==> config.mk <==
export PLATFORM = sky130hd
export DESIGN_NAME = scan_decoder
export DESIGN_NICKNAME = d
export VERILOG_FILES = /design/src/rtl/scan_decoder.sv
export SDC_FILE = /design/constraint.sdc
export NUM_CORES = 1
export LEC_CHECK = 0
export ABC_AREA = 1
export CAP_MARGIN = 20
export CORE_MARGIN = 8
export CORE_UTILIZATION = 45
export CTS_CLUSTER_DIAMETER = 200
export DETAILED_ROUTE_END_ITERATION = 10
export GPL_TIMING_DRIVEN = 0
export PLACE_DENSITY = 0.73
export REMOVE_ABC_BUFFERS = 1
export SYNTH_ARGS = -nofsm -noshare
export SYNTH_HDL_FRONTEND = slang
export SYNTH_SLANG_ARGS = --single-unit
==> constraint.sdc <==
create_clock -name CLK -period 2.5 [get_ports CLK]
set_input_delay 0.625 -clock CLK [delete_from_list [all_inputs] [get_ports CLK]]
set_output_delay 0.625 -clock CLK [all_outputs]
set_load 0.01 [all_outputs]
==> src/rtl/scan_decoder.sv <==
// Registered one-hot decoder with prescaled up/down scanning,
// mid-scan load and blanking; all outputs come straight from flops.
module scan_decoder #(
    parameter int IN_W     = 5,
    parameter int PRESCALE = 4,
    localparam int OUT_W   = 2 ** IN_W
) (
    input  logic             CLK,
    input  logic             RST,
    input  logic             EN,
    input  logic [1:0]       MODE,
    input  logic             LOAD,
    input  logic [IN_W-1:0]  INPUT,
    output logic [OUT_W-1:0] OUTPUT,
    output logic [IN_W-1:0]  INDEX,
    output logic             WRAP
);

    localparam int PW = (PRESCALE > 1) ? $clog2(PRESCALE) : 1;
    localparam logic [PW-1:0] TC = PW'(PRESCALE - 1);
    localparam logic [OUT_W-1:0] ONE = {{(OUT_W-1){1'b0}}, 1'b1};

    typedef enum logic [1:0] {
        M_DIRECT = 2'b00,
        M_UP     = 2'b01,
        M_DOWN   = 2'b10,
        M_BLANK  = 2'b11
    } mode_e;

    mode_e mode;
    assign mode = mode_e'(MODE);

    logic [IN_W-1:0]  idx_q, idx_d;
    logic [OUT_W-1:0] out_q, out_d;
    logic [PW-1:0]    pre_q, pre_d;
    logic             wrap_q, wrap_d;

    always_comb begin
        idx_d  = idx_q;
        out_d  = out_q;
        pre_d  = pre_q;
        wrap_d = 1'b0;
        if (EN) begin
            unique case (mode)
                M_DIRECT: begin
                    idx_d = INPUT;
                    pre_d = '0;
                end
                M_UP, M_DOWN: begin
                    // A load discards any step due on the same edge
                    if (LOAD) begin
                        idx_d = INPUT;
                        pre_d = '0;
                    end else if (pre_q == TC) begin
                        pre_d = '0;
                        if (mode == M_UP) begin
                            idx_d  = idx_q + IN_W'(1);
                            wrap_d = &idx_q;
                        end else begin
                            idx_d  = idx_q - IN_W'(1);
                            wrap_d = ~|idx_q;
                        end
                    end else begin
                        pre_d = pre_q + PW'(1);
                    end
                end
                M_BLANK: begin
                    pre_d = '0;
                end
            endcase
            out_d = (mode == M_BLANK) ? '0 : (ONE << idx_d);
        end
    end

    always_ff @(posedge CLK) begin
        if (RST) begin
            idx_q  <= '0;
            out_q  <= ONE;
            pre_q  <= '0;
            wrap_q <= 1'b0;
        end else begin
            idx_q  <= idx_d;
            out_q  <= out_d;
            pre_q  <= pre_d;
            wrap_q <= wrap_d;
        end
    end

    assign INDEX  = idx_q;
    assign OUTPUT = out_q;
    assign WRAP   = wrap_q;

endmodule

==> impl_metrics.toml <==
[worst_hold_path]
worstHoldPathType = "flip-flop to flip-flop"
holdPathStages = 2
hold_path_end = "OUTPUT[28]"
hp-start = "OUTPUT[28]"

[timing]
fin_crit_ns = 2.38
timing.final.setup_violations = 0
timing.max_slew.rel_slack_pct = 39.9
final_min_period_over_clock_period_pct = 95.2
drv_slew = 0
fmax_mhz = 420
totalNegativeSetupSlack_ns = 0
final-hold-violation-count = 0
worst_pin_slew_ns = 0.902
final.setup_skew_ns = 0.00307

[synth]
ys_warn_count = 0
synth-compound-area-share_pct = 14.4
muxShareOfSynthArea_pct = 0
synth_area_per_cell_um2 = 6.91
yosys.cell_types.count = 30
synth_adder_area_share_pct = 5.45
yosysSeqAreaShare_pct = 36.3
post_synth_inst_count = 319
synth-xor-area-share_pct = 0
largest_family_of_logic_cells_by_synthesized_area = "simple AND/OR/NAND/NOR gates"
post_synth_and_or_nand_nor_area_fraction_pct = 36.0
synth.cell_area_mm2 = 0.00221
number_of_storage_elements_in_the_synthesis_netlist = 40

[worst_setup_path]
r2r.worst_path.cells = 12
critical_path_data_arrival_time_ns = 2.60
regToRegStartpoint = "INDEX[1]"
r2r_path_end = "OUTPUT[13]"
timing.setup.critical_path_class = "input port to flip-flop"
worst-endpoint-required_ns = 2.72
max_stage_delay_ns = 0.51
critPathTopFamily = "simple AND/OR/NAND/NOR gates"
cpMaxStageDelayCell = "fa_2"
timing.critical_path.cells = "clkbuf_2 > inv_2 > ha_4 > inv_4 > fa_2 > nand2_1 > nand3_2 > nand3_4 > a21oi_4 > nand2_2 > nor2_4 > nand2_2 > nor2_4 > nand2_1 > a21oi_2"
critical_path.n_buffers_inverters = 3
critical_path.max_fanout = 4
critPathCaptureType = "flip-flop"
worst_setup_path_start_kind = "input port"
reg_to_reg_slack_setup_ns = 0.28

[pwr]
p_leak_nw = 1.12
ir_worst_vdd_mv = 0.387
power_density_mw_per_mm2 = 514
power.total_mw = 1.53

[clock_tree]
clkSlewWorstSetupHoldPaths_ns = 0.07
htree_levels = 2
cts.sinks = 40
insertion_delay_ns = 0.29
clock_tree.buffer_depth = 2
cts_tree = "yes"
cts-hold-fix-buffers = 0
total_cts_buffers = 5
clk_root_buffer_cell = "clkbuf_8"

[global_route]
m3_gr_usage_pct = 3.63
global_route.usage.met2_pct = 25.8
grt_max_degree = 28
initial_antenna_violation_count = 0
grt-ovfl-total = 0
met1_usage_in_global_routing_pct = 18.4
gr-usage-all-layers_pct = 15.3
busiest_layer = "met2"
grt_first_pass_wirelength_um = 9300
grt_pass1_vias = 2027

[drt]
drt_first_pass_iters = 4
detailedRoute.firstIterationViolations = 163
detail_route.wirelength_um = 5530
postRouteAntennaNets = 0
wl_per_cell_um = 12.7
count_of_unresolved_drc_violations_after_routing = 0
drt-vias-per-instance = 4.93
vias = 2148

[place]
port_buffers = 48
routabilityCongestion = 0.858
placed_cell_area_mm2 = 0.00273
detailedPlacementHpwl_um = 3960

[layout]
layout.nets = 388
postLayoutCellArea_mm2 = 0.00297
diodes = 0
area.sequential_um2 = 801
multi_input_comb_area_mm2 = 0.00134
synthToLayoutAreaGrowth_pct = 34.7
final.fill_count = 430
drive_above_1_share_pct = 16.5

[floorplanning]
core_region_area_mm2 = 0.00472
ios = 49
dieWidth_um = 86.0
die_area_mm2 = 0.00740
die_height_um = 86.0
placementRows = 25
start_util_pct = 46.7

[flow_run]
max-cap-violations = 0

[outcome]
result_of_the_run = "completed"
-- through the flow --
stage,hold slack [ns],worst slack (ns),instances,utilization (%)
2_1_floorplan,0.443,0.0671,309,-
3_3_place_gp,0.452,-0.899,424,57.6
3_5_place_dp,0.457,-0.895,425,57.9
4_1_cts,0.469,0.00650,436,62.3
5_1_grt,0.487,-0.0110,436,62.9
6_report,0.465,0.121,436,62.9
-- power breakdown --
part	leakage, nW	switching (mW)	internal, mW
clock network	0.0552	0.215	0.296
registers	0.324	0.0210	0.652
logic	0.739	0.215	0.128
-- worst max path at each step --
stage	startpoint	end	slack [ns]	depth (start not counted)
3_5_place_dp	MODE[0]	OUTPUT[23]	-0.90	14
5_1_grt	MODE[1]	OUTPUT[7]	-0.01	15
4_1_cts	MODE[1]	OUTPUT[6]	0.006	15
2_1_floorplan	MODE[1]	OUTPUT[30]	0.07	16
3_3_place_gp	MODE[0]	OUTPUT[26]	-0.90	14
6_report	MODE[1]	OUTPUT[23]	0.12	15
-- registers in the layout, indices dropped and copies added (netlist names) --
signal and flops:
pre_q 2, WRAP 1, INDEX 5, OUTPUT 32
-- layout make-up --
class | count | share of cell area, %
clock buffers | 6 | 2.44
repair buffers | 51 | 16.8
inverters | 33 | 4.63
clock inverters | 2 | 1.18
flip-flops and latches | 40 | 26.9
multi-input cells | 237 | 45.2
well taps | 67 | 2.82
-- per-layer routing --
layer	wire (um)	up-vias
met5	0	-
met4	91	0
met3	293	11
met2	2610	49
met1	2530	977
li1	-	1111
-- Yosys cell counts, drive strengths merged --
library cell | n | area (um2)
a211oi | 2 | 15.0
fa | 1 | 20.0
clkinv | 2 | 7.51
nand2 | 79 | 344
inv | 31 | 116
clkbuf | 9 | 43.8
a21oi | 37 | 196
nor2 | 69 | 307
ha | 8 | 100
nand3b | 1 | 7.51
or2 | 3 | 18.8
a41oi | 1 | 8.76
nand4 | 1 | 6.26
a2111oi | 1 | 8.76
o21ai | 7 | 50.1
dfxtp | 40 | 801
buf | 1 | 7.51
nand3 | 21 | 110
o21a | 5 | 37.5
-- cells by family after synthesis --
logic type,count (synthesis)
compound gates,53
fa+ha+maj,9
buf+inv,43
flops,40
simple gates,174
-- tightest hold or removal path, cell delays in order (launching register included) --
cell and delay [ns]:
dfxtp_1 0.31, nand2_1 0.06, a21oi_1 0.05
-- cell usage in the layout, fill, tap and decap left out, types with 3 or more instances in the layout --
master,instances
nor2_2,5
a21oi_2,3
nor2_1,57
inv_2,4
nor2_4,7
clkbuf_8,5
o21a_1,5
dfxtp_1,40
nand2_4,7
nand2_2,9
inv_1,24
nand2_1,64
clkdlybuf4s50_1,45
o21ai_0,5
a21oi_1,33
nand3_1,18
inv_4,3
ha_1,6
-- repair_timing --
item                                    4_1_cts  5_1_grt
buffers inserted                              2        0
resized for setup                            27       10
pin swaps                                     4        5
gates cloned                                  1        0
endpoints found under the setup margin       35       32
No activity file was read; power rests on OpenSTA's default activity.
